[config.mk]
export PLATFORM = sky130hd
export DESIGN_NAME = hdr_in_buf
export DESIGN_NICKNAME = d
export VERILOG_FILES = /design/src/rtl/hdr_in_buf_pkg.sv /design/src/rtl/hdr_buf_mem.sv /design/src/rtl/hdr_in_buf.sv
export SDC_FILE = /design/constraint.sdc
export NUM_CORES = 1
export LEC_CHECK = 0
export BUFFER_PORTS_ARGS = -buffer_cell sky130_fd_sc_hd__buf_2
export CAP_MARGIN = 40
export CORE_MARGIN = 2
export CORE_UTILIZATION = 60
export CTS_CLUSTER_DIAMETER = 100
export DETAILED_ROUTE_END_ITERATION = 16
export HOLD_SLACK_MARGIN = 0.1
export PLACE_DENSITY = 0.87
export SLEW_MARGIN = 20
export SYNTH_ARGS = -nofsm -noshare
export SYNTH_HDL_FRONTEND = slang
export SYNTH_SLANG_ARGS = --single-unit
[constraint.sdc]
create_clock -name clk -period 2.6 [get_ports clk]
set_input_delay 0.52 -clock clk [delete_from_list [all_inputs] [get_ports clk]]
set_output_delay 0.52 -clock clk [all_outputs]
set_load 0.01 [all_outputs]
[src/rtl/hdr_in_buf_pkg.sv]
// Shared definitions for the ingress header buffer: byte bus, header length,
// header container type and assembler states.
`ifndef HDR_IN_BUF_DEFS
`define HDR_IN_BUF_DEFS
`define BYTE_BUS 7:0
`define HDR_MAX_LEN 16
`endif

package hdr_in_buf_pkg;

    localparam int HDR_MAX_LEN = `HDR_MAX_LEN;

    typedef logic [`BYTE_BUS] hdr_t [0:HDR_MAX_LEN-1];

    typedef enum logic [1:0] {
        FILL,
        DISCARD,
        COMMIT
    } asm_state_e;

    // Saturating 16-bit increment, used for the truncation counter.
    function automatic logic [15:0] sat_inc16(input logic [15:0] v, input logic en);
        return (en && (v != 16'hFFFF)) ? v + 16'd1 : v;
    endfunction

endpackage

[src/rtl/hdr_buf_mem.sv]
// DEPTH-entry header queue with wrap-around pointers and occupancy count.
// Latency: push visible one cycle later; head is show-ahead; push while full only with a same-cycle pop.
import hdr_in_buf_pkg::*;

module hdr_buf_mem #(
    parameter int DEPTH   = 4,
    parameter int HDR_LEN = `HDR_MAX_LEN
) (
    input  logic                    clk,
    input  logic                    rst,
    input  logic                    push_i,
    input  logic                    pop_i,
    input  logic [`BYTE_BUS]        wdata_i [0:HDR_LEN-1],
    output logic [`BYTE_BUS]        rdata_o [0:HDR_LEN-1],
    output logic                    empty_o,
    output logic                    full_o,
    output logic [$clog2(DEPTH):0]  count_o
);

    localparam int PTR_W = $clog2(DEPTH);
    localparam int CNT_W = PTR_W + 1;

    logic [`BYTE_BUS]   mem_q [0:DEPTH-1][0:HDR_LEN-1];
    logic [PTR_W-1:0]   wr_ptr_q;
    logic [PTR_W-1:0]   rd_ptr_q;
    logic [CNT_W-1:0]   count_q;
    logic [CNT_W-1:0]   count_d;
    logic               pop_ok;
    logic               push_ok;

    assign pop_ok  = pop_i && (count_q != '0);
    assign push_ok = push_i && ((count_q != CNT_W'(DEPTH)) || pop_ok);

    always_comb begin
        count_d = count_q;
        if (push_ok && !pop_ok) begin
            count_d = count_q + 1'b1;
        end else if (!push_ok && pop_ok) begin
            count_d = count_q - 1'b1;
        end
    end

    always_ff @(posedge clk or negedge rst) begin
        if (!rst) begin
            for (int i = 0; i < DEPTH; i++) begin
                for (int j = 0; j < HDR_LEN; j++) begin
                    mem_q[i][j] <= '0;
                end
            end
            wr_ptr_q <= '0;
            rd_ptr_q <= '0;
            count_q  <= '0;
        end else begin
            if (push_ok) begin
                mem_q[wr_ptr_q] <= wdata_i;
                wr_ptr_q        <= wr_ptr_q + 1'b1;
            end
            if (pop_ok) begin
                rd_ptr_q <= rd_ptr_q + 1'b1;
            end
            count_q <= count_d;
        end
    end

    assign rdata_o = mem_q[rd_ptr_q];
    assign empty_o = (count_q == '0);
    assign full_o  = (count_q == CNT_W'(DEPTH));
    assign count_o = count_q;

endmodule

[src/rtl/hdr_in_buf.sv]
// Assembles a byte stream into fixed-length zero-padded/truncated headers and queues them.
// Latency: last byte at t, entry written t+1, visible t+2; input stalls in COMMIT while the queue is full.
import hdr_in_buf_pkg::*;

module hdr_in_buf #(
    parameter int DEPTH   = 4,
    parameter int HDR_LEN = `HDR_MAX_LEN
) (
    input  logic                    clk,
    input  logic                    rst,
    input  logic                    s_valid_i,
    input  logic [`BYTE_BUS]        s_data_i,
    input  logic                    s_last_i,
    output logic                    s_ready_o,
    input  logic                    rd_i,
    output logic                    empty_o,
    output logic                    full_o,
    output logic [`BYTE_BUS]        pkt_hdr_o [0:HDR_LEN-1],
    output logic [$clog2(DEPTH):0]  count_o,
    output logic [15:0]             trunc_cnt_o
);

    localparam int IDX_W = (HDR_LEN > 1) ? $clog2(HDR_LEN) : 1;

    asm_state_e         state_q;
    logic [IDX_W-1:0]   wr_idx_q;
    logic [`BYTE_BUS]   stage_q [0:HDR_LEN-1];
    logic               trunc_flag_q;
    logic [15:0]        trunc_cnt_q;
    logic [15:0]        trunc_cnt_d;
    logic               s_ready_q;
    logic               byte_acc;
    logic               last_slot;
    logic               commit_ok;

    assign byte_acc    = s_valid_i && s_ready_q;
    assign last_slot   = (wr_idx_q == IDX_W'(HDR_LEN - 1));
    // A pop in the commit cycle frees the slot the staged header is written into.
    assign commit_ok   = (state_q == COMMIT) && (!full_o || (rd_i && !empty_o));
    assign trunc_cnt_d = sat_inc16(trunc_cnt_q, trunc_flag_q);

    always_ff @(posedge clk or negedge rst) begin
        if (!rst) begin
            state_q      <= FILL;
            wr_idx_q     <= '0;
            for (int i = 0; i < HDR_LEN; i++) begin
                stage_q[i] <= '0;
            end
            trunc_flag_q <= 1'b0;
            trunc_cnt_q  <= '0;
            s_ready_q    <= 1'b1;
        end else begin
            case (state_q)
                FILL: begin
                    if (byte_acc) begin
                        stage_q[wr_idx_q] <= s_data_i;
                        wr_idx_q          <= wr_idx_q + 1'b1;
                        if (s_last_i) begin
                            state_q   <= COMMIT;
                            s_ready_q <= 1'b0;
                        end else if (last_slot) begin
                            state_q      <= DISCARD;
                            trunc_flag_q <= 1'b1;
                        end
                    end
                end
                DISCARD: begin
                    if (byte_acc && s_last_i) begin
                        state_q   <= COMMIT;
                        s_ready_q <= 1'b0;
                    end
                end
                COMMIT: begin
                    if (commit_ok) begin
                        for (int i = 0; i < HDR_LEN; i++) begin
                            stage_q[i] <= '0;
                        end
                        wr_idx_q     <= '0;
                        trunc_cnt_q  <= trunc_cnt_d;
                        trunc_flag_q <= 1'b0;
                        state_q      <= FILL;
                        s_ready_q    <= 1'b1;
                    end
                end
                default: begin
                    state_q   <= FILL;
                    s_ready_q <= 1'b1;
                end
            endcase
        end
    end

    hdr_buf_mem #(
        .DEPTH   (DEPTH),
        .HDR_LEN (HDR_LEN)
    ) u_mem (
        .clk     (clk),
        .rst     (rst),
        .push_i  (commit_ok),
        .pop_i   (rd_i),
        .wdata_i (stage_q),
        .rdata_o (pkt_hdr_o),
        .empty_o (empty_o),
        .full_o  (full_o),
        .count_o (count_o)
    );

    assign s_ready_o   = s_ready_q;
    assign trunc_cnt_o = trunc_cnt_q;

endmodule

=== Word level (Yosys, flattened, before mapping) ===
Cells that the tools add are included.

* Reduce and logical (&&, ||, !) cells: 27
* Bitwise logic cells: 3
* Muxes and demuxes: 33
* $add $sub $neg: 6
* Order comparisons: 5
* Equal/unequal tests: 13

{| class="wikitable"
|+ Operators with widths
! cell !! count
|-
| 128-bit two-way mux || 5
|-
| 512-bit bitwise mux || 1
|-
| 128-bit binary-select mux with 2-bit select || 1
|-
| 128-bit demux with 2-bit select || 1
|-
| 128-bit case mux with 2 select lines || 1
|-
| 128-bit bitwise mux || 1
|-
| 8-bit demux with 4-bit select || 1
|-
| 16-bit by 1-bit adder with 16-bit output, second input constant || 1
|-
| 16-bit inequality test, second input constant || 1
|-
| 1-bit logical AND || 11
|-
| 2-bit two-way mux || 5
|-
| 2-bit inequality test, second input constant || 5
|-
| 1-bit two-way mux || 8
|-
| 4-bit two-way mux || 2
|-
| 8-bit two-way mux || 1
|-
| 4-bit case mux with 2 select lines || 1
|-
| 4-bit AND reduction || 2
|-
| 3-bit >= comparator, second input constant || 2
|-
| 3-bit two-way mux || 2
|-
| 3-bit inequality test, second input constant || 2
|-
| 2-bit inverter with 3-bit output || 2
|-
| 2-bit case mux with 3 select lines || 1
|-
| 3-bit AND reduction || 2
|-
| 5-bit >= comparator, second input constant || 1
|-
| 21 further kinds || 27
|}

* Output and inout port bits: 150
* Logic and storage cells: 175
* Bits in registers: 671
* Input bits: 13

=== Logic depth before layout (Yosys ltp) ===
* Word-level depth: 10
* Depth in mapped cells: 9
* Gate-level depth less buffers: 8

=== By module ===
From an unflattened synthesis, not the netlist that was laid out.

* Cells, all modules: 1,723
* Area, all modules: 30,743.2 um^2

{| class="wikitable"
|+ Modules (own cells, without submodules)
! module !! cells an instance !! seq. area each (um^2) !! times used !! area each (um^2)
|-
| hdr_buf_mem || 1,273 || 12,987.5 || 1 || 24,623.6
|-
| hdr_in_buf || 450 || 3,804.9 || 1 || 6,119.6
|}

=== Worst setup path before layout ===
OpenSTA, ideal clock, no wires.

* Path kind: register to register
* Start: register u_mem.count_q[0] (netlist: u_mem.count_o[0])
* End: register u_mem.count_q[2] (netlist: u_mem.count_o[2])
* Setup slack: 474 ps
* Library setup time: 79 ps
* Buffers on the path: 0
* Stages on the path, launching flop included: 9
* Required time: 2,521 ps
* Arrival time: 2,047 ps
* Period minus slack after synthesis: 2,126 ps
* Cells stage by stage: dfrtp_1 > nor3_1 > nand2b_1 > ha_1 > inv_1 > fa_1 > xor2_1 > nor2_1 > xor2_1

* Longest elaborated chain between the ends: 9

{| class="wikitable"
|+ Ends and longest elaborated chain
! what !! line !! RTL
|-
| start: declaration || hdr_buf_mem.sv:26 || <nowiki>logic [CNT_W-1:0] count_q;</nowiki>
|-
| start signal: assignment || hdr_buf_mem.sv:61 || <nowiki>count_q <= count_d;</nowiki>
|-
| 3-bit zero test * || hdr_buf_mem.sv:66 || <nowiki>assign empty_o = (count_q == '0);</nowiki>
|-
| named net empty_o || hdr_in_buf.sv:16 || <nowiki>output logic empty_o,</nowiki>
|-
| 1-bit zero test * || hdr_in_buf.sv:39 || <nowiki>assign commit_ok = (state_q == COMMIT) && (!full_o || (rd_i && !empty_o));</nowiki>
|-
| 1-bit logical AND * || hdr_in_buf.sv:39 ||
|-
| 1-bit logical OR * || hdr_in_buf.sv:39 ||
|-
| 1-bit logical AND * || hdr_in_buf.sv:39 ||
|-
| 1-bit logical AND * || hdr_buf_mem.sv:32 || <nowiki>assign push_ok = push_i && ((count_q != CNT_W'(DEPTH)) || pop_ok);</nowiki>
|-
| 1-bit zero test || hdr_buf_mem.sv:38 || <nowiki>end else if (!push_ok && pop_ok) begin</nowiki>
|-
| 1-bit logical AND || hdr_buf_mem.sv:38 ||
|-
| 2-bit nonzero test (no source line) || n/a ||
|}

Mark *: on every way through the listed nets, which the timed path passes. The rest lies on a longest branch. The select of a mux whose other input is x is not followed.
A chain may end at the register's enable or synchronous reset.

==> metrics.yaml <==
global_routing:
  grtUsageTotal: 0.283
  grt_pass1_vias: 18302
  grt_pass1_wl_mm: 107
  overflow: 0
  antenna_found_initial: 2
  grt_max_degree: 66
routing:
  first_pass_iters: 5
  wire_per_inst_um: 26.4
  finalWirelength_mm: 68.3
  via_per_inst: 6.46
  wl_met3_mm: 5.01
  drc: 0
  wl_met1_mm: 28.0
  highest_layer: "met5"
  drt-initial-drc-count: 1412
  ant_nets: 0
  wl_met2_mm: 33.6
  via_count: 16730
sta:
  worst_pin_slew_ps: 765
  skew_ps: 25.6
  finalWorstSetupSlack_ps: -68.6
  setup_tns_ps: -3210
  drv_slew: 0
  hold_viol: 0
  period_share: 1.03
  hold_ws_ps: 262
  slew_headroom: 0.486
  fin_crit_ps: 2670
  rsz0062_at_grt: "true"
  fmax_mhz: 375
  setup_viol: 95
layout:
  num-fill-cells: 2753
  areaGrowthSynthToFinish_pct: 17.4
  utilization: 0.718
  layout-drive-gt1-share: 0.518
  fin_nets: 1959
  fin_cells: 2590
clock_tree:
  cts_tree: "built"
  clockBufferDepth: 3
  insertion_delay_ps: 590
  numCtsBuffers: 68
  clk_transition_reported_paths_ps: 60
  cts.sinks: 671
  root_buffer: "clkbuf_16"
  cts.htree.levels: 3
pwr:
  peakVddDrop_uv: 447
  p_total_uw: 23900
  leakage_uw: 0.0166
  power_density_nw_per_um2: 713
synthesis:
  synth_compound_area_frac: 0.0459
  synth_common_cells: "670 x dfrtp_1, 517 x mux2_2, 128 x mux4_2, 128 x o2bb2ai_1, 41 x buf_6"
  synth-xor-area-share: 0.00582
  synth.distinct_cells: 43
  yosysMostFrequentCell: "dfrtp_1"
  yosysSeqAreaShare: 0.588
  syn_inst: 1719
  synthAdderAreaFrac: 0.00508
  synth_area_um2: 28600
  ys.flop_type: "dfrtp_1"
  synth_edf_count: 0
  yosysWarnings: 0
  synthArstFlopShare: 1.00
  synthMuxAreaShare: 0.305
  yosys.area.top_type: "dfrtp_1"
  yosys.area_share.simple: 0.0219
  synth_top_family_by_area: "multiplexers"
  synth-seq-cells: 671
  yosys-top-cells-area: "dfrtp_1 59%, mux2_2 20%, mux4_2 10%, o2bb2ai_1 3.9%, buf_6 1.6%"
  synthesis.nets: 1743
  syn_area_per_cell_um2: 16.6
  synth.top_cell.area_share: 0.587
setup_path:
  crit_path_end_kind: "primary output"
  cpPeakStageDelay_ps: 530
  crit_family: "buffers and inverters"
  path_buf_inv: 4
  arrival_ps: 2150
  crit_slowest_cell: "mux4_2"
  crit_chain: "buf_12 -> buf_12 -> buf_16 -> mux4_2 -> buf_2"
  start_kind: "flop"
  required_ps: 2080
  crit_path_frequent_cell: "buf_12"
  crit_path_max_fanout: 7
  worstSetupPathType: "flop to primary output"
floorplan:
  die_area_um2: 49400
  row_count: 79
  boundaryPins: 163
  die_h_um: 222
  die_w_um: 222
  start_util: 0.611
  core-area_um2: 46800
run_status:
  violations: "setup timing"
  outcome: "finished, violations left"
place:
  dp_hpwl_mm: 40.2
  port_buffers: 162
  place_congestion: 0.786
  dp.cells: 2452
job:
  cap_violations: 0
min_path:
  hold_path.class: "input pin to flop"
[report_power, final]
| group | total [uW] | internal (uW) | switching, uW |
|---|---|---|---|
| combinational | 3390 | 1720 | 1660 |
| sequential | 10600 | 10500 | 109 |
| clock | 9930 | 5910 | 4020 |
| total | 23900 | 18100 | 5800 |
[placed cells by master, fill, tap and decap left out, types with 9 or more instances in the layout]
cell,count
and2_1,12
buf_12,36
buf_2,74
buf_4,40
buf_6,88
clkbuf_1,13
clkbuf_16,75
clkbuf_8,14
dfrtp_1,668
ha_1,10
inv_1,9
mux2_2,517
mux4_2,128
nand2_1,27
nand3_1,10
o21ai_2,9
o2bb2ai_1,128
xor2_1,14
[path summary, 6_finish.rpt]
kind | startpoint | end | slack, ps | depth (start not counted)
max | u_mem.rd_ptr_q[0]$_DFFE_PN0P_ | pkt_hdr_o[41] | -70 | 5
min | s_valid_i | s_ready_o$_DFFE_PN1P_ | 260 | 3
max in group asynchronous | rst | u_mem.mem_q[464]$_DFFE_PN0P_ | 1120 | 3
min reg2reg | u_mem.mem_q[236]$_DFFE_PN0P_ | u_mem.mem_q[236]$_DFFE_PN0P_ | 500 | 1
max reg2reg | u_mem.count_o[0]$_DFFE_PN0P_ | u_mem.count_o[1]$_DFFE_PN0P_ | 130 | 6
min in group asynchronous | rst | u_mem.mem_q[180]$_DFFE_PN0P_ | 530 | 2
[layer usage]
metal	vias up	track usage
li1	6925	-
met3	128	0.0644
met1	9026	0.396
met5	-	0
met2	649	0.447
met4	2	0.0883
[through the flow]
stage	area (um^2)	setup slack, ps
floorplan	28600	474
global placement	30300	14.3
detailed placement	30300	-34.8
CTS	33400	-112
global route	33500	-124
finish	33500	-68.6
[cell type report]
class	instances	area, um^2	share of cell area
sequential	671	16800	0.501
multi-input combinational	934	11000	0.328
timing repair buffer	251	2690	0.0803
clock buffer	100	2070	0.0617
tap	607	759	0.0226
clock inverter	17	200	0.00597
inverter	9	33.8	0.00101
antenna	1	2.50	0.0000746
[cell families (layout without fill, tap and decap cells)]
logic type,after synthesis,in the layout
fa+ha+maj,11,11
simple gates,103,103
flops,671,671
other cells,0,1
buf+inv,114,377
xor+xnor,19,19
mux,645,645
compound gates,156,156
[registers in the layout, summed over array words and instances (netlist names)]
register        flops
u_mem.mem_q       512
stage_q           128
trunc_cnt_o        16
wr_idx_q            4
u_mem.count_o       3
state_q             2
u_mem.rd_ptr_q      2
u_mem.wr_ptr_q      2
s_ready_o           1
trunc_flag_q        1
[worst reg2reg max path: stages, from the launching register on]
cell and delay (ps):
dfrtp_1 470, nor4b_2 670, nor2_4 200, ha_1 290, inv_1 70, fa_1 400
mux2_2 260
[timing repair]
action,4_1_cts,5_1_grt
setup buffers,12,2
hold endpoints to repair,49,0
resized for setup,82,35
gates cloned,7,2
hold buffers,1,0
setup endpoints to repair,128,118
Power figures use the tool's default switching activity.
